==> config.mk <==
export PLATFORM = sky130hd
export DESIGN_NAME = seg7_scan_display_flat
export DESIGN_NICKNAME = d
export VERILOG_FILES = /design/src/rtl/seg7_scan_display_if.sv /design/src/rtl/seg7_scan_display.sv /design/src/flat_wrapper.sv
export SDC_FILE = /design/constraint.sdc
export NUM_CORES = 1
export LEC_CHECK = 0
export ABC_CLOCK_PERIOD_IN_PS = 2870
export CORE_ASPECT_RATIO = 0.5
export CORE_MARGIN = 5
export CORE_UTILIZATION = 25
export DETAILED_ROUTE_END_ITERATION = 12
export PLACE_DENSITY = 0.52
export REMOVE_ABC_BUFFERS = 1
export SETUP_SLACK_MARGIN = 0.02
export SLEW_MARGIN = 20
export SYNTH_ARGS = -nofsm -noshare
export SYNTH_HDL_FRONTEND = slang
export SYNTH_SLANG_ARGS = --single-unit
export TNS_END_PERCENT = 30
==> constraint.sdc <==
create_clock -name clk -period 2.87 [get_ports clk]
set_input_delay 0.861 -clock clk [delete_from_list [all_inputs] [get_ports clk]]
set_output_delay 0.861 -clock clk [all_outputs]
set_load 0.005 [all_outputs]
==> src/rtl/seg7_scan_display_if.sv <==
// Bus between a producer of hex values and the scanned 7-segment display driver.
// The blink_mask signal exists only when SEG7_SCAN_BLINK_EN is defined.
interface seg7_scan_display_if #(
  parameter int DIGITS = 8
);
  logic [4*DIGITS-1:0] data_in;
  logic                load;
  logic                blank_lz;
`ifdef SEG7_SCAN_BLINK_EN
  logic [DIGITS-1:0]   blink_mask;
`endif
  logic [6:0]          seg;
  logic [DIGITS-1:0]   dig_en;
  logic                frame_done;

`ifdef SEG7_SCAN_BLINK_EN
  modport master (output data_in, load, blank_lz, blink_mask,
                  input  seg, dig_en, frame_done);
  modport slave  (input  data_in, load, blank_lz, blink_mask,
                  output seg, dig_en, frame_done);
`else
  modport master (output data_in, load, blank_lz,
                  input  seg, dig_en, frame_done);
  modport slave  (input  data_in, load, blank_lz,
                  output seg, dig_en, frame_done);
`endif
endinterface

==> src/rtl/seg7_scan_display.sv <==
// Time-multiplexed hex display driver: shadow-registered N-digit word scanned onto a
// shared 7-segment bus. Optional per-digit blinking under SEG7_SCAN_BLINK_EN.
module seg7_scan_display #(
  parameter int DIGITS     = 8,
  parameter int SCAN_DIV   = 50000,
  parameter int ACTIVE_LOW = 1
) (
  input  logic              clk,
  input  logic              reset,
  seg7_scan_display_if.slave bus
);

  localparam int PW = (SCAN_DIV > 1) ? $clog2(SCAN_DIV) : 1;
  localparam int IW = (DIGITS > 1) ? $clog2(DIGITS) : 1;

  localparam logic [PW-1:0]     PRE_LAST = PW'(SCAN_DIV - 1);
  localparam logic [IW-1:0]     IDX_LAST = IW'(DIGITS - 1);
  localparam logic [6:0]        SEG_OFF  = (ACTIVE_LOW != 0) ? 7'h7F : 7'h00;
  localparam logic [DIGITS-1:0] DIG_OFF  = (ACTIVE_LOW != 0) ? {DIGITS{1'b1}}
                                                             : {DIGITS{1'b0}};

  function automatic logic [6:0] decode(input logic [3:0] nib);
    logic [6:0] s;
    unique case (nib)
      4'h0: s = 7'h3F;  4'h1: s = 7'h06;  4'h2: s = 7'h5B;  4'h3: s = 7'h4F;
      4'h4: s = 7'h66;  4'h5: s = 7'h6D;  4'h6: s = 7'h7D;  4'h7: s = 7'h07;
      4'h8: s = 7'h7F;  4'h9: s = 7'h6F;  4'hA: s = 7'h77;  4'hB: s = 7'h7C;
      4'hC: s = 7'h39;  4'hD: s = 7'h5E;  4'hE: s = 7'h79;  default: s = 7'h71;
    endcase
    return s;
  endfunction

  logic [4*DIGITS-1:0] shadow;
  logic [PW-1:0]       prescale;
  logic [IW-1:0]       idx;
  logic [6:0]          seg_q;
  logic [DIGITS-1:0]   dig_en_q;
  logic                frame_done_q;

  logic                advance;
  logic                wrap;
  logic [4*DIGITS-1:0] shifted;
  logic                blank;
  logic [6:0]          seg_d;
  logic [DIGITS-1:0]   dig_d;

`ifdef SEG7_SCAN_BLINK_EN
  logic [5:0] blink_cnt;
  logic       blink_phase;
`endif

  // NOTE: every always_comb output gets a default first so no path can infer a latch.
  always_comb begin
    advance = (prescale == PRE_LAST);
    wrap    = advance && (idx == IDX_LAST);
    // Shifting the shadow down to the scanned digit gives both its nibble and, via the
    // all-zero test, whether every more significant digit is zero.
    shifted = shadow >> {idx, 2'b00};
    blank   = bus.blank_lz && (idx != '0) && (shifted == '0);
`ifdef SEG7_SCAN_BLINK_EN
    if (blink_phase && bus.blink_mask[idx]) blank = 1'b1;
`endif
    seg_d = blank ? 7'h00 : decode(shifted[3:0]);
    dig_d = DIGITS'(1) << idx;
    if (ACTIVE_LOW != 0) begin
      seg_d = ~seg_d;
      dig_d = ~dig_d;
    end
  end

  // NOTE: sequential state uses non-blocking assignments so every register samples
  // pre-edge values; seg and dig_en therefore track the same idx on the same edge.
  always_ff @(posedge clk) begin
    if (reset) begin
      shadow       <= '0;
      prescale     <= '0;
      idx          <= '0;
      seg_q        <= SEG_OFF;
      dig_en_q     <= DIG_OFF;
      frame_done_q <= 1'b0;
    end else begin
      if (bus.load) shadow <= bus.data_in;
      if (advance) begin
        prescale <= '0;
        idx      <= (idx == IDX_LAST) ? '0 : idx + 1'b1;
      end else begin
        prescale <= prescale + 1'b1;
      end
      seg_q        <= seg_d;
      dig_en_q     <= dig_d;
      frame_done_q <= wrap;
    end
  end

`ifdef SEG7_SCAN_BLINK_EN
  // Phase flips after every 64th frame_done pulse.
  always_ff @(posedge clk) begin
    if (reset) begin
      blink_cnt   <= '0;
      blink_phase <= 1'b0;
    end else if (frame_done_q) begin
      blink_cnt <= blink_cnt + 1'b1;
      if (blink_cnt == 6'd63) blink_phase <= ~blink_phase;
    end
  end
`endif

  assign bus.seg        = seg_q;
  assign bus.dig_en     = dig_en_q;
  assign bus.frame_done = frame_done_q;

endmodule

==> src/flat_wrapper.sv <==
// flat-port wrapper written by rule: the top's interface ports become plain ports
module seg7_scan_display_flat 
#(
  parameter int DIGITS     = 8,
  parameter int SCAN_DIV   = 50000,
  parameter int ACTIVE_LOW = 1
)
  (clk, reset, bus_data_in, bus_load, bus_blank_lz, bus_seg, bus_dig_en, bus_frame_done);
  seg7_scan_display_if #(.DIGITS(DIGITS)) bus_i ();
  input  logic clk;
  input  logic reset;
  input wire logic [$bits(bus_i.data_in)-1:0] bus_data_in;
  input wire logic [$bits(bus_i.load)-1:0] bus_load;
  input wire logic [$bits(bus_i.blank_lz)-1:0] bus_blank_lz;
  output wire logic [$bits(bus_i.seg)-1:0] bus_seg;
  output wire logic [$bits(bus_i.dig_en)-1:0] bus_dig_en;
  output wire logic [$bits(bus_i.frame_done)-1:0] bus_frame_done;
  assign bus_i.data_in = bus_data_in;
  assign bus_i.load = bus_load;
  assign bus_i.blank_lz = bus_blank_lz;
  assign bus_seg = bus_i.seg;
  assign bus_dig_en = bus_i.dig_en;
  assign bus_frame_done = bus_i.frame_done;
  seg7_scan_display #(.DIGITS(DIGITS), .SCAN_DIV(SCAN_DIV), .ACTIVE_LOW(ACTIVE_LOW)) u_core (.clk(clk), .reset(reset), .bus(bus_i));
endmodule
==> results by stage <==
Worst hold path:
- The worst min-delay path class is register to register.
- In this run the most critical hold path is launched from u_core.prescale[0].
- The worst hold path terminates at u_core.prescale[0].
- Along the worst hold path, the cell count comes to 1.

Floorplanning:
- After floorplanning, the core was divided into 29 placement rows.
- After floorplanning, the core was sized to cover 12700 µm².
- The die covers 15400 µm².
- 52 I/O pins were placed.
- The width of the die is 171 µm.
- The initial standard-cell utilization of the core is 0.255.
- The die height is 90.4 µm.

Setup path:
- For the worst setup path, the data arrival time is 2.85 ns.
- Counting cells, the worst reg-to-reg path comes to 7.
- The end of the worst register-to-register path is u_core.bus.seg[0].
- The peak fanout along the critical path is 8.
- The signal on the critical path passes through mux4_2 > mux2i_1 > ha_1 > nand2_1 > a221oi_2 > a41oi_4 > o22ai_1.
- The start of the worst register-to-register path is u_core.idx[0].
- The library cell contributing the largest single delay on the critical path is sky130_fd_sc_hd__mux4_2.
- The type of origin of the critical path is a register.
- The required time at the worst-slack endpoint is 3.13 ns.
- The setup check on the worst reg-to-reg path leaves a slack of 0.28 ns.
- The worst setup path is captured at a register.
- The delay contributed by the slowest stage of the critical path is 0.60 ns.
- The critical path starts at u_core.idx[0].
- The worst setup path is of the register to register kind.

Place:
- Routability-driven placement finished with a final weighted congestion of 0.813.
- Buffers placed on the I/O ports in this run total 51.
- The detailed placer's ending HPWL is 5700 µm.

Route:
- For this run, the detailed router's first-pass iteration total came to 4.
- After detailed routing, the number of remaining DRC violations is 0.
- The via total after detailed routing is 2433.
- The detailed-route wire length is 7520 µm.
- The violation count after the first detailed-routing iteration is 80.
- The average detailed-routed wire length per instance is 13.5 µm.
- Dividing the detail-routed via count by the number of cells gives 4.38.
- The detail route stage leaves a number of antenna-violating nets equal to 0.

CTS:
- The longest clock path from root to sink contains 2 buffers.
- The post-CTS resize count is 0.
- TritonCTS built the clock tree.
- For the worst-skew pair, the clock arrives at the later sink with an insertion delay of 0.34 ns.
- The cell sitting at the root of the clock tree is a sky130_fd_sc_hd__clkbuf_16.
- The clock transition at the register clock pins on the worst setup and hold paths after CTS is 0.06 ns.
- Buffers added to address setup during post-CTS repair amount to 0.
- Clock tree synthesis inserted a total of 9 buffers.
- For this design, the sink count on the clock tree is 67.
- The number of hold-repair buffers added at the cts stage is 0.
- The deepest level of the CTS H-tree is 3.

Flow run:
- Across the run, the number of max-cap violations was 0.

Timing:
- The slew at the pin with the worst max-slew slack is 0.541 ns.
- The final number of setup-violating endpoints is 0.
- For this run, the top clock speed supported by timing is 386 MHz.
- After layout, the minimum clock period comes to 2.59 ns.
- The setup TNS is 0 ns.
- In this run the tightest slew margin relative to its limit is 0.639.
- In the finished design, the share of the clock period the worst path needs comes to 0.903.
- The final-report max-slew violation count came to 0.
- The clock arrives with 0.00868 ns of skew.
- The number of failing hold endpoints at the final stage is 0.
- Across all hold checks on the routed design, the worst slack comes to 0.452 ns.
- Setup repair after global routing left no endpoint under its margin.

Synth:
- The most used flip-flop cell after synthesis is sky130_fd_sc_hd__dfxtp_1.
- The cell count after synthesis came out at 327.
- The synthesized design contains 0 enable-type register cells.
- In this run the cell area of the synthesized design comes to 3230 µm².
- The share of the Yosys chip area taken by registers is 0.415.
- The average instance area after synthesis is 9.88 µm².
- During synthesis, Yosys emitted a total of 0 warnings.
- Counting flops and latches in the post-synthesis netlist gives 67.
- After synthesis, the share of flip-flops with an asynchronous set or reset is 0.
- The synthesized netlist contains 49 unique library cells.

Global route:
- The via count of the first global-routing pass was 2511.
- The largest net degree at the start of global routing is 33.
- The first global-routing pass estimated 13000 µm of wire.
- The number of antenna violations at the first check in global routing is 0.
- Across every metal layer, demand over resource in global routing totals 0.106.
- Global routing finished with a remaining overflow of 0.

Power:
- In this run the power density over the cells is 576 nW/µm².
- The total power is 2.45 mW.
- In this run the static leakage power is 1.67 nW.
- Across the VDD grid, the largest voltage drop is 238 µV.

Status:
- The flow ran to the end, and the final reports show no timing, DRC or antenna violations.

Layout:
- The number of fill cells is 1274.
- The synthesis-to-layout area growth is 31.7%.
- The post-route core utilization is 0.336.
- The repair_antennas step left the layout with diodes totalling 0.
- In the final layout, the share of cells above drive strength 1 is 0.114.
- The net count of the finished layout is 430.
==> power breakdown <==
group	switching, mW	internal [mW]	leakage [nW]
logic	0.118	0.152	0.963
clock network	0.388	0.784	0.157
registers	0.0342	0.975	0.550
total	0.540	1.91	1.67
==> registers in the layout, summed over array words and instances, names as in the netlist <==
name	flops
u_core.bus.dig_en	8
u_core.bus.frame_done	1
u_core.bus.seg	7
u_core.idx	3
u_core.prescale	16
u_core.shadow	32
==> area by class of cell <==
type	count	area, µm²	area share
multi-input cells	232	1760	0.414
flip-flops and latches	67	1340	0.315
repair buffers	60	573	0.135
clock buffers	12	246	0.0580
well taps	170	213	0.0500
clock inverters	4	73.8	0.0174
inverters	11	43.8	0.0103
==> placed cells by master (no fill, tap or decap), drive strengths merged, types with 2 or more instances in the layout <==
| cell | count |
|---|---|
| a22oi | 4 |
| a311oi | 2 |
| o22ai | 3 |
| and3 | 2 |
| nand2b | 4 |
| clkinv | 2 |
| clkdlybuf4s50 | 50 |
| xnor2 | 9 |
| mux4 | 9 |
| nor4 | 8 |
| nand3 | 5 |
| nor3 | 12 |
| o21ai | 6 |
| a221oi | 3 |
| inv | 11 |
| nand4 | 5 |
| mux2i | 39 |
| bufinv | 2 |
| dfxtp | 67 |
| clkbuf | 12 |
| nor2 | 67 |
| ha | 13 |
| buf | 10 |
| mux2 | 3 |
| nand2 | 13 |
| nor3b | 3 |
| xor2 | 5 |
| a211oi | 4 |
| a21oi | 2 |
==> critical path: cells and delay by family (launching register included) <==
kind	cells	cell delay, ns
DFF	1	0.55
adders and majority gates	1	0.25
and+or+nand+nor	1	0.07
muxes	2	0.99
AOI/OAI and AO/OA	3	0.65
==> worst max path at each step <==
stage | cells after the start | end | slack (ns)
2_1_floorplan | 5 | u_core.bus.seg[6] | 0.09
3_3_place_gp | 7 | u_core.bus.seg[0] | 0.38
3_5_place_dp | 7 | u_core.bus.seg[0] | 0.29
4_1_cts | 7 | u_core.bus.seg[0] | 0.28
5_1_grt | 7 | u_core.bus.seg[3] | 0.09
6_report | 7 | u_core.bus.seg[0] | 0.28
==> cells by family (layout without fill, tap and decap cells) <==
group / Yosys count / in the layout / synth area share
buf+inv: 28 / 87 / 0.0395
mux: 51 / 51 / 0.200
compound gates: 30 / 30 / 0.0798
flops: 67 / 67 / 0.415
fa+ha+maj: 13 / 13 / 0.0504
simple gates: 124 / 124 / 0.177
xor+xnor: 14 / 14 / 0.0380
==> synthesized netlist by cell type, types with 2 or more instances <==
| cell | number | share of area |
|---|---|---|
| sky130_fd_sc_hd__inv_1 | 9 | 0.010 |
| sky130_fd_sc_hd__o21ai_1 | 5 | 0.0077 |
| sky130_fd_sc_hd__dfxtp_1 | 67 | 0.42 |
| sky130_fd_sc_hd__mux2_2 | 3 | 0.010 |
| sky130_fd_sc_hd__xor2_1 | 5 | 0.014 |
| sky130_fd_sc_hd__nand2b_1 | 4 | 0.0077 |
| sky130_fd_sc_hd__a21oi_1 | 2 | 0.0031 |
| sky130_fd_sc_hd__nor3b_1 | 3 | 0.0070 |
| sky130_fd_sc_hd__a211oi_1 | 4 | 0.0093 |
| sky130_fd_sc_hd__a221oi_1 | 2 | 0.0054 |
| sky130_fd_sc_hd__buf_1 | 3 | 0.0035 |
| sky130_fd_sc_hd__nand4_1 | 5 | 0.0097 |
| sky130_fd_sc_hd__a22oi_1 | 4 | 0.0093 |
| sky130_fd_sc_hd__ha_1 | 13 | 0.050 |
| sky130_fd_sc_hd__buf_2 | 4 | 0.0062 |
| sky130_fd_sc_hd__clkbuf_1 | 7 | 0.0081 |
| sky130_fd_sc_hd__buf_4 | 2 | 0.0046 |
| sky130_fd_sc_hd__nor3_1 | 12 | 0.019 |
| sky130_fd_sc_hd__mux4_2 | 8 | 0.056 |
| sky130_fd_sc_hd__nor4_1 | 7 | 0.014 |
| sky130_fd_sc_hd__and3_1 | 2 | 0.0039 |
| sky130_fd_sc_hd__nor2_1 | 67 | 0.078 |
| sky130_fd_sc_hd__nand2_1 | 13 | 0.015 |
| sky130_fd_sc_hd__o22ai_1 | 3 | 0.0058 |
| sky130_fd_sc_hd__xnor2_1 | 9 | 0.024 |
| sky130_fd_sc_hd__nand3_1 | 5 | 0.0077 |
| sky130_fd_sc_hd__mux2i_1 | 37 | 0.11 |
==> routing by layer <==
metal,vias up,share of wire,GRT usage
li1,1261,-,-
met2,32,0.44,0.161
met5,-,0,0
met3,11,0.045,0.0350
met1,1129,0.50,0.140
met4,0,0.016,0.0359
==> per-stage QoR <==
stage	area [µm²]	std cells	setup WS [ns]
floorplan	3150	310	0.0868
global placement	3930	540	0.377
detailed placement	3930	540	0.285
CTS	4250	556	0.277
global route	4250	556	0.0913
finish	4250	556	0.279
(Power assumes the default switching activity.)
